===== src/rtl/sa_lockstep_feeder.sv =====
// Lockstep operand feeder for the systolic array input ports.
// Buffers nCh upstream streams in per-channel FIFOs and issues one beat to
// all array ports at once, only when every port is write-ready. A schedule
// token stream selects a data beat or a zero bubble per issue slot.
module sa_lockstep_feeder #(
  parameter int nCh        = 6,
  parameter int dWidth     = 16,
  parameter int FIFO_DEPTH = 4,
  parameter int CNT_WIDTH  = 16
) (
  input  logic                    clk,
  input  logic                    rst,
  input  logic                    start,
  input  logic [CNT_WIDTH-1:0]    n_beats,
  input  logic [nCh*dWidth-1:0]   src_data,
  input  logic [nCh-1:0]          src_valid,
  output logic [nCh-1:0]          src_ready,
  input  logic                    sched_en,
  input  logic                    sched_valid,
  output logic                    sched_ready,
  input  logic [nCh-1:0]          dst_wrdy,
  output logic [nCh*dWidth-1:0]   dst_data,
  output logic                    dst_en,
  output logic                    busy,
  output logic                    done,
  output logic [CNT_WIDTH-1:0]    beats_issued,
  output logic [CNT_WIDTH-1:0]    stall_cycles
);

  localparam int AW = $clog2(FIFO_DEPTH);

  typedef enum logic [1:0] {IDLE, RUN, DONE} state_t;

  state_t                 state;
  logic [CNT_WIDTH-1:0]   n_beats_lat;
  logic [CNT_WIDTH-1:0]   beats_nxt;
  logic [nCh-1:0]         nonempty;
  logic [nCh*dWidth-1:0]  head_data;
  logic                   fire_p0;
  logic                   pop_p0;

  // Saturating increment so the stall counter pins at all-ones.
  function automatic logic [CNT_WIDTH-1:0] sat_inc(input logic [CNT_WIDTH-1:0] v);
    return (&v) ? v : v + CNT_WIDTH'(1);
  endfunction

  // ---- stage p0: FIFO heads and lockstep issue decision ----
  assign fire_p0     = (state == RUN) & (&dst_wrdy) & sched_valid &
                       (~sched_en | (&nonempty));
  assign pop_p0      = fire_p0 & sched_en;
  assign sched_ready = fire_p0;
  assign beats_nxt   = beats_issued + CNT_WIDTH'(1);
  assign busy        = (state == RUN);
  assign done        = (state == DONE);

  for (genvar ch = 0; ch < nCh; ch++) begin : g_fifo
    logic [dWidth-1:0] mem [FIFO_DEPTH];
    logic [AW:0]       wptr;
    logic [AW:0]       rptr;
    logic              full;
    logic              push;

    // Extra pointer MSB distinguishes full from empty when the indices match.
    assign full  = (wptr[AW] != rptr[AW]) && (wptr[AW-1:0] == rptr[AW-1:0]);
    assign nonempty[ch] = (wptr != rptr);
    // A full FIFO refuses the push even if it is popped in the same cycle.
    assign push  = src_valid[ch] & ~full;
    assign src_ready[ch] = ~full;
    assign head_data[ch*dWidth +: dWidth] = mem[rptr[AW-1:0]];

    // Pointer update; reset discards any queued words.
    always_ff @(posedge clk or negedge rst) begin
      if (!rst) begin
        wptr <= '0;
        rptr <= '0;
      end else begin
        if (push)   wptr <= wptr + 1'b1;
        if (pop_p0) rptr <= rptr + 1'b1;
      end
    end

    // Storage write; contents are qualified by the pointers, so no reset.
    always_ff @(posedge clk) begin
      if (push) mem[wptr[AW-1:0]] <= src_data[ch*dWidth +: dWidth];
    end
  end

  // ---- stage p1: registered array outputs, run control and counters ----
  always_ff @(posedge clk or negedge rst) begin
    if (!rst) begin
      state        <= IDLE;
      n_beats_lat  <= '0;
      beats_issued <= '0;
      stall_cycles <= '0;
      dst_en       <= 1'b0;
      dst_data     <= '0;
    end else begin
      dst_en <= 1'b0;
      if (fire_p0) begin
        if (sched_en) begin
          dst_en   <= 1'b1;
          dst_data <= head_data;
        end else begin
          dst_data <= '0;
        end
      end
      case (state)
        IDLE: begin
          if (start) begin
            beats_issued <= '0;
            stall_cycles <= '0;
            n_beats_lat  <= n_beats;
            state        <= (n_beats == '0) ? DONE : RUN;
          end
        end
        RUN: begin
          if (pop_p0) begin
            beats_issued <= beats_nxt;
            if (beats_nxt == n_beats_lat) state <= DONE;
          end
          if (!fire_p0) stall_cycles <= sat_inc(stall_cycles);
        end
        DONE:    state <= IDLE;
        default: state <= IDLE;
      endcase
    end
  end

endmodule


===== config.mk =====
export PLATFORM = sky130hd
export DESIGN_NAME = sa_lockstep_feeder
export DESIGN_NICKNAME = d
export VERILOG_FILES = /design/src/rtl/sa_lockstep_feeder.sv
export SDC_FILE = /design/constraint.sdc
export NUM_CORES = 1
export LEC_CHECK = 0
export BUFFER_PORTS_ARGS = -buffer_cell sky130_fd_sc_hd__buf_2
export CAP_MARGIN = 20
export CORE_ASPECT_RATIO = 0.75
export CORE_MARGIN = 2
export CORE_UTILIZATION = 27
export CTS_CLUSTER_DIAMETER = 60
export CTS_CLUSTER_SIZE = 24
export DETAILED_ROUTE_END_ITERATION = 7
export PLACE_DENSITY_LB_ADDON = 0.3
export SLEW_MARGIN = 20
export SYNTH_ARGS = -nofsm -noshare
export SYNTH_HDL_FRONTEND = slang
export SYNTH_SLANG_ARGS = --single-unit

===== constraint.sdc =====
create_clock -name clk -period 5.12 [get_ports clk]
set_clock_uncertainty 0.2 [all_clocks]
set_input_delay 0.256 -clock clk [delete_from_list [all_inputs] [get_ports clk]]
set_output_delay 0.256 -clock clk [all_outputs]
set_load 0.01 [all_outputs]

Yosys cells after proc, flatten, opt, wreduce, memory -nomap -nowiden

Memories as Yosys holds them, arrays and structs flattened.
Cells that the tools add are included.

Register bits: 183
RAM bits: 384
Output and inout port bits: 138
Logic and storage cells: 124
Memories kept: 6

Memories:

| name          | depth | bits a word | read ports | clocked after Yosys merged registers in | write ports | line | text |
|---|---|---|---|---|---|---|---|
| g_fifo[0].mem | 4     | 16          | 1          | 0                                       | 1           | 57   | `logic [dWidth-1:0] mem [FIFO_DEPTH];` |
| g_fifo[1].mem | 4     | 16          | 1          | 0                                       | 1           | 57   |  |
| g_fifo[2].mem | 4     | 16          | 1          | 0                                       | 1           | 57   |  |
| g_fifo[3].mem | 4     | 16          | 1          | 0                                       | 1           | 57   |  |
| g_fifo[4].mem | 4     | 16          | 1          | 0                                       | 1           | 57   |  |
| g_fifo[5].mem | 4     | 16          | 1          | 0                                       | 1           | 57   |  |

Add/subtract/negate cells: 14
Equality and inequality tests: 26
Multiplexer cells: 26
Bitwise operators: 18
Reduce and logical (&&, ||, !) cells: 16

Operators with widths:

| operator                | count |
|---|---|
| $mux W96                | 1 |
| $mux W16                | 4 |
| $pmux W16 S2            | 2 |
| $add A3 B1 Y3 const B   | 12 |
| $add A16 B1 Y16 const B | 2 |
| $ne A3 B3 Y1            | 6 |
| $eq A16 B16 Y1          | 1 |
| $logic_not A16 Y1       | 1 |
| $reduce_and A16 Y1      | 1 |
| $mux W1                 | 14 |
| $eq A2 B2 Y1            | 6 |
| $reduce_and A6 Y1       | 2 |
| $and A1 B1 Y1           | 10 |
| $mux W2                 | 4 |
| $not A1 Y1              | 7 |
| $logic_and A1 B1 Y1     | 6 |
| $ne A1 B1 Y1            | 6 |
| $ne A2 B2 Y1 const B    | 3 |
| $reduce_and A3 Y1       | 2 |
| $ne A2 B1 Y1 const B    | 2 |
| $pmux W2 S2             | 1 |
| $reduce_and A4 Y1       | 1 |
| $eq A2 B1 Y1 const B    | 1 |
| $eq A2 B2 Y1 const B    | 1 |
| other kinds (4)         | 4 |

Depth between registers and ports, before layout

Gate-level depths: netlist (run 1).

Word-level depth: 7
Mapped depth: 11

Worst setup path before layout (run 1)

No wires, ideal clock.

Path type: register to register
From: register state[1]
To: register beats_issued[5]
Arrival time: 2.265 ns
Data required time: 4.787 ns
Setup slack: 2.523 ns
Cell stages (with the launch flop): 11
Clock period less this slack: 2.597 ns
Cells stage by stage: dfrtp_1 > nand2b_4 > or3_4 > a2111o_1 > or3_1 > buf_6 > clkinv_2 > nor2_2 > buf_6 > o21ai_1 > o41ai_2

Cells in the longest elaborated chain, start to end: 7

RTL lines:

| item                               | line    | text |
|---|---|---|
| start: declaration                 | 34      | `state_t state;` |
| start signal: assignment           | 113     | `state <= (n_beats == '0) ? DONE : RUN;` |
| $eq A2 B1 Y1                       | 48, 107 |  |
| $and A1 B1 Y1 (3 in a row)         | 48      | `assign fire_p0 = (state == RUN) & (&dst_wrdy) & sched_valid &` |
| $and A1 B1 Y1                      | 50      | `assign pop_p0 = fire_p0 & sched_en;` |
| $ne A2 B1 Y1 (no source line)      | --      |  |
| $reduce_and A3 Y1 (no source line) | --      |  |
| end signal: assignment             | 118     | `beats_issued <= beats_nxt;` |
| end: declaration                   | 26      | `output logic [CNT_WIDTH-1:0] beats_issued,` |

Several ways; a longest one is shown, not always the timed one.
A chain may end at the register's enable or synchronous reset.

Worst setup path in the final report (run 1)

From: register g_fifo[4].rptr[0]
To: output sched_ready

Cells in the longest elaborated chain, start to end: 4

RTL lines:

| item                     | line | text |
|---|---|---|
| start: declaration       | 59   | `logic [AW:0] rptr;` |
| start signal: assignment | 78   | `if (pop_p0) rptr <= rptr + 1'b1;` |
| $ne A3 B3 Y1             | 65   | `assign nonempty[ch] = (wptr != rptr);` |
| $reduce_and A6 Y1        | 49   | `(~sched_en \| (&nonempty));` |
| $or A1 B1 Y1             | 49   |  |
| $and A1 B1 Y1            | 48   |  |
| end: declaration         | 20   | `output logic sched_ready,` |

No other way between the ends.

==> impl_metrics.yaml, run 1 <==
logic_synthesis:
  synthesis.area_um2: 22300
  ys_top_cells_by_area: "edfxtp_1 52%, dfrtp_1 21%, mux4_2 9.7%"
  yosys-top-cells-count: "384 x edfxtp_1, 183 x dfrtp_1, 98 x a22o_1"
  synth_top_area_frac: 0.517
  synth_edf_count: 384
  ys.flop_type: "edfxtp_1"
  syn_avg_cell_area_um2: 17.8
  synth_async_sr_flop_share: 0.323
  ys_seq_elements: 567
  yosysWarnings: 0
  syn-num-nets: 1411
  yosysTopAreaCell: "edfxtp_1"
  yosysMostFrequentCell: "edfxtp_1"
  seq_area_frac_synth: 0.722
  syn_inst: 1250
  synth_cell_types: 51
worst_setup_path:
  worstPathRequired_ps: 4660
  critPathArrivalTime_ps: 3180
  crit_path_cell_trace: "buf_4 -> xor2_1 -> nor3_1 -> a21o_1 -> nor3_1 -> o21bai_4 -> buf_12 -> inv_1 -> buf_2"
  reg2reg_to: "beats_issued[9]"
  cp-end-kind: "output port"
  regToRegSetupSlack_ps: 1910
  r2r_start: "state[1]"
  startpoint_type: "flop"
  critPathMaxStageDelay_ps: 560
  crit_top_cell: "nor3_1"
  critPathMaxFanout: 36
  r2r_cells: 8
  crit_slowest_cell: "o21bai_4"
  crit_type: "reg -> out"
detailed_routing:
  drt_iter0_markers: 810
  drt-vias-per-instance: 4.59
  dr_total_vias: 12622
  wl_per_cell_um: 20.5
  first_pass_iters: 5
  drtAntennaViolNets: 0
  routed_wirelength_um: 56400
  drcViolationCount: 0
sta:
  finalCritPeriodShare: 0.710
  worst_pin_slew_ps: 1060
  setup_ws_ps: 1480
  slew_headroom: 0.295
  min_period_ps: 3640
  drv_slew: 0
  fmax_mhz: 275
  tns_ps: 0
  finalSetupViolCount: 0
  finalHoldViolations: 0
  rsz0062_at_grt: "no"
floorplanning:
  initial_core_util: 0.272
  row_count: 91
  die_h_um: 253
  die_x_um: 336
  io_pins: 267
  core_area_um2: 82000
  die_area_um2: 85000
clocking:
  htreeDepth: 2
  insertion_delay_ps: 610
  cts_resized: 0
  cts-root-buf: "clkbuf_16"
  tritoncts: "built"
  ctsLongestPathBuffers: 3
  cts.sinks: 567
  numCtsBuffers: 44
  clk_pin_slew_worst_paths_ps: 90
cells_and_area:
  design_area_um2: 27700
  area_growth_pct: 24.2
  drive_gt1_frac: 0.293
  utilization: 0.338
  fin_nets: 1802
  final_cells: 2751
  nFillCells: 7899
place:
  dpl_worst_slack_ps: 1900
  dpl-instance-area_um2: 24900
  io_buffers: 266
  gp_congestion: 0.731
  place_hpwl_um: 36600
  dp_cells: 2544
power_and_ir_drop:
  irDropWorstVdd_mv: 0.230
  power_density_nw_per_um2: 439
  leakage_nw: 10.7
global_routing:
  grt_pass1_wl_um: 83200
  grt_max_degree: 102
  grt.total_usage: 0.132
  antenna_found_initial: 10
  overflow: 0
  grt_pass1_vias: 13075
outcome:
  status: "finished clean"
min_path:
  min_path_type: "in -> async"
run:
  drv_cap: 0
## cells in the final DEF, fill, tap and decap left out, drive strengths merged, types with 14 or more instances in the layout
cell type / instances
nor3: 14
inv: 42
xnor2: 50
a22o: 98
nand2: 53
mux2: 16
edfxtp: 384
buf: 290
ha: 32
nand3: 18
dlygate4sd3: 120
nor2: 48
xor2: 26
o21ai: 37
dfrtp: 183
and3: 32
mux4: 96
clkbuf: 47
## stage by stage
step	hold WS, ps	power [mW]
2_1_floorplan	-240	7.53
3_3_place_gp	163	8.33
3_5_place_dp	169	8.41
4_1_cts	69.4	12.4
5_1_grt	95.0	12.8
6_report	28.9	12.2
## worst max-delay path: cells and delay by family (launching register included)
kind / cells / cell delay [ps]
buffers and inverters: 4 / 900
xor gates and xnor gates: 1 / 150
AOI/OAI and AO/OA: 2 / 730
and+or+nand+nor: 2 / 410
DFF: 1 / 330
## worst max-delay path by stage
| stage | startpoint | cells after the start | slack [ps] | to |
|---|---|---|---|---|
| after floorplan | state[1] | 10 | 2520 | beats_issued[5] |
| after global placement | sched_valid | 9 | 1950 | beats_issued[9] |
| after detailed placement | g_fifo[4].rptr[0] | 9 | 1900 | beats_issued[9] |
| after CTS | g_fifo[4].rptr[0] | 9 | 1330 | sched_ready |
| after global routing | g_fifo[3].rptr[0] | 9 | 1220 | sched_ready |
| final | g_fifo[4].rptr[0] | 9 | 1480 | sched_ready |
## logic make-up after synthesis
family                     after synthesis  share of synthesized area
and+or+nand+nor                        217                     0.0490
DFF                                    567                      0.722
buffers and inverters                   85                     0.0189
xor gates and xnor gates                76                     0.0298
adders and majority gates               32                     0.0179
muxes                                  114                      0.106
AOI/OAI and AO/OA                      159                     0.0563
## where the power goes
| part | leakage [nW] | switching (mW) | total [mW] | internal (mW) |
|---|---|---|---|---|
| sequential | 5.98 | 0.323 | 6.14 | 5.82 |
| combinational | 3.96 | 1.24 | 2.17 | 0.929 |
| clock | 0.794 | 1.96 | 3.86 | 1.90 |
| total | 10.7 | 3.53 | 12.2 | 8.64 |
## layout make-up
cell class / instances / area [µm²] / share of cell area
antenna: 5 / 12.5 / 0.000451
clock buffer: 47 / 1140 / 0.0413
clock inverter: 35 / 494 / 0.0178
inverter: 20 / 77.6 / 0.00280
multi-input combinational: 598 / 5790 / 0.209
sequential: 567 / 16100 / 0.581
tap: 1069 / 1340 / 0.0483
timing repair buffer: 410 / 2750 / 0.0991
## repair_timing
action,4_1_cts,5_1_grt
setup buffers,0,0
setup endpoints to repair,0,0
endpoints found under the hold margin,517,0
hold buffers,120,0
## per-layer routing
layer  vias up  wire, µm  GRT usage
li1       5673         -          -
met1      6595     25500      0.178
met2       268     25600      0.205
met3        74      4210     0.0432
met4        12       924     0.0306
met5         -        79          0
## state kept, by name, summed over array words and instances, names as in the netlist
name,cells
g_fifo.mem,384
dst_en,1
dst_data,96
state,2
stall_cycles,16
beats_issued,16
g_fifo.rptr,18
g_fifo.wptr,18
n_beats_lat,16
Power figures use the tool's default switching activity.
==> run 2: changes to the inputs <==
--- a/config.mk
+++ b/config.mk
@@ -5,6 +5,7 @@
 export SDC_FILE = /design/constraint.sdc
 export NUM_CORES = 1
 export LEC_CHECK = 0
+export ABC_AREA = 1
 export BUFFER_PORTS_ARGS = -buffer_cell sky130_fd_sc_hd__buf_2
 export CAP_MARGIN = 20
 export CORE_ASPECT_RATIO = 0.75
==> constraint.sdc (replaced) <==
create_clock -name clk -period 3.1 [get_ports clk]
set_clock_uncertainty 0.2 [all_clocks]
set_input_delay 0.155 -clock clk [delete_from_list [all_inputs] [get_ports clk]]
set_output_delay 0.155 -clock clk [all_outputs]
set_load 0.01 [all_outputs]
==> impl_metrics.yaml, run 2 <==
cells_and_area:
  area_growth_pct: 26.6
  fin_nets: 2428
  final_cell_mix: "471 x nand2_1, 384 x edfxtp_1, 265 x buf_2"
  drive_gt1_frac: 0.188
  final_cells: 3436
  utilization: 0.345
  largest_reg_flops: 384
  layout_commonest_cell: "nand2_1"
  design_area_um2: 29100
  nFillCells: 8204
logic_synthesis:
  syn-num-nets: 2007
  yosysMostFrequentCell: "nand2_1"
  synth_cell_types: 35
  yosysTopAreaCell: "edfxtp_1"
  syn_avg_cell_area_um2: 12.4
  synthesis.area_um2: 23000
  ys_seq_elements: 567
  seq_area_frac_synth: 0.702
  yosysWarnings: 0
  synth_top_area_frac: 0.502
  yosys-top-cells-count: "472 x nand2_1, 384 x edfxtp_1, 183 x dfrtp_1"
  syn_inst: 1846
  synth_edf_count: 384
  ys_top_cells_by_area: "edfxtp_1 50%, dfrtp_1 20%, nand2_1 7.7%"
  ys.flop_type: "edfxtp_1"
  synth_async_sr_flop_share: 0.323
sta:
  worst_pin_slew_ps: 999
  hold_slack_ps: 89.6
  fmax_mhz: 352
  finalSetupViolCount: 0
  tns_ps: 0
  finalHoldViolations: 0
  min_period_ps: 2840
  slew_headroom: 0.330
  rsz0062_at_grt: "no"
  setup_ws_ps: 256
  finalCritPeriodShare: 0.917
  drv_slew: 0
worst_setup_path:
  r2r_start: "g_fifo[4].rptr[0]"
  critPathMaxFanout: 17
  reg2reg_to: "dst_data[67]"
  startpoint_type: "flop"
  crit_path_end: "sched_ready"
  crit_start: "g_fifo[3].wptr[0]"
  critPathArrivalTime_ps: 2490
  worstPathRequired_ps: 2740
  r2r_cells: 5
  cp-end-kind: "output port"
  crit_type: "reg -> out"
  regToRegSetupSlack_ps: 490
power_and_ir_drop:
  power_density_nw_per_um2: 794
  irDropWorstVdd_mv: 0.456
  leakage_nw: 11.8
  p_total_mw: 23.1
global_routing:
  grt.total_usage: 0.136
  grt_pass1_wl_um: 91900
  antenna_found_initial: 9
  overflow: 0
  grt_max_degree: 52
  grt_pass1_vias: 15401
clocking:
  cts.sinks: 567
  numCtsBuffers: 46
  ctsLongestPathBuffers: 3
  cts-root-buf: "clkbuf_16"
  tritoncts: "built"
  insertion_delay_ps: 610
  htreeDepth: 2
  clk_pin_slew_worst_paths_ps: 90
detailed_routing:
  routed_wirelength_um: 60200
  drt-vias-per-instance: 4.52
  first_pass_iters: 5
  wl_per_cell_um: 17.5
  drt_iter0_markers: 1003
  dr_total_vias: 15538
  drcViolationCount: 0
  drtAntennaViolNets: 0
floorplanning:
  initial_core_util: 0.273
  row_count: 92
  die_x_um: 341
  core_area_um2: 84100
  die_h_um: 257
  die_area_um2: 87400
  io_pins: 267
outcome:
  status: "finished clean"
place:
  dpl_worst_slack_ps: 457
  dp_cells: 3207
  dpl-instance-area_um2: 25800
  place_hpwl_um: 38700
  gp_congestion: 0.840
  io_buffers: 266
min_path:
  hold_start: "src_data[24]"
  min_path_type: "in -> reg"
run:
  drv_cap: 0
## run 2: repair_timing
action | in CTS | in global routing
resized for setup | 1 | 1
gates cloned | 0 | 0
setup buffers | 0 | 0
endpoints found under the setup margin | 1 | 1
hold buffers | 139 | 0
pin swaps | 0 | 0
hold endpoints to repair | 606 | 0
## run 2: where the power goes
part	internal (mW)	switching (mW)
clock network	3.43	3.31
logic	2.09	3.79
registers	9.72	0.740
total	15.2	7.84
## run 2: cell families after synthesis
logic type / Yosys count / share of synthesized area
AND/OR/NAND/NOR: 635 / 0.112
flip-flops: 567 / 0.702
AO/OA/AOI/OAI: 351 / 0.109
buffers and inverters: 204 / 0.0372
XOR/XNOR: 57 / 0.0229
adder cells (fa/ha/maj): 32 / 0.0174
## run 2: worst max-delay path, stage by stage (launching register included)
cell and delay (ps):
dfrtp_1 440, xnor2_1 210, nand3_1 140, nand2_2 170, nor2_1 90, nand2_1 60, nand2_1 120, nand2_8 220
buf_4 240, inv_1 50, buf_2 130
## run 2: metal layers
metal  share of wire  global-route usage  vias to the layer above  wire length (µm)
li1                -                   -                     7451                 -
met1            0.46               0.186                     7690             27900
met2            0.45               0.214                      309             27300
met3           0.066              0.0368                       80              3960
met4           0.017              0.0316                        8              1050
met5         0.00076                   0                        -                46
## run 2: cell type report
class | instances | area (µm²) | share of cell area
inverter | 106 | 400 | 0.0138
tap | 1128 | 1410 | 0.0486
sequential | 567 | 16100 | 0.554
multi-input combinational | 1075 | 6010 | 0.207
antenna | 5 | 12.5 | 0.000430
clock buffer | 46 | 1150 | 0.0396
clock inverter | 38 | 606 | 0.0208
timing repair buffer | 471 | 3370 | 0.116
## run 2: how the worst min path moves through the flow
stage	to	slack, ps	cells after the start
global placement	dst_data[20]	-80	1
global route	g_fifo[3].mem[0][15]	60	2
detailed placement	dst_data[20]	-80	1
floorplan	beats_issued[0]	-340	0
CTS	g_fifo[1].mem[2][1]	30	2
finish	g_fifo[1].mem[3][8]	90	2
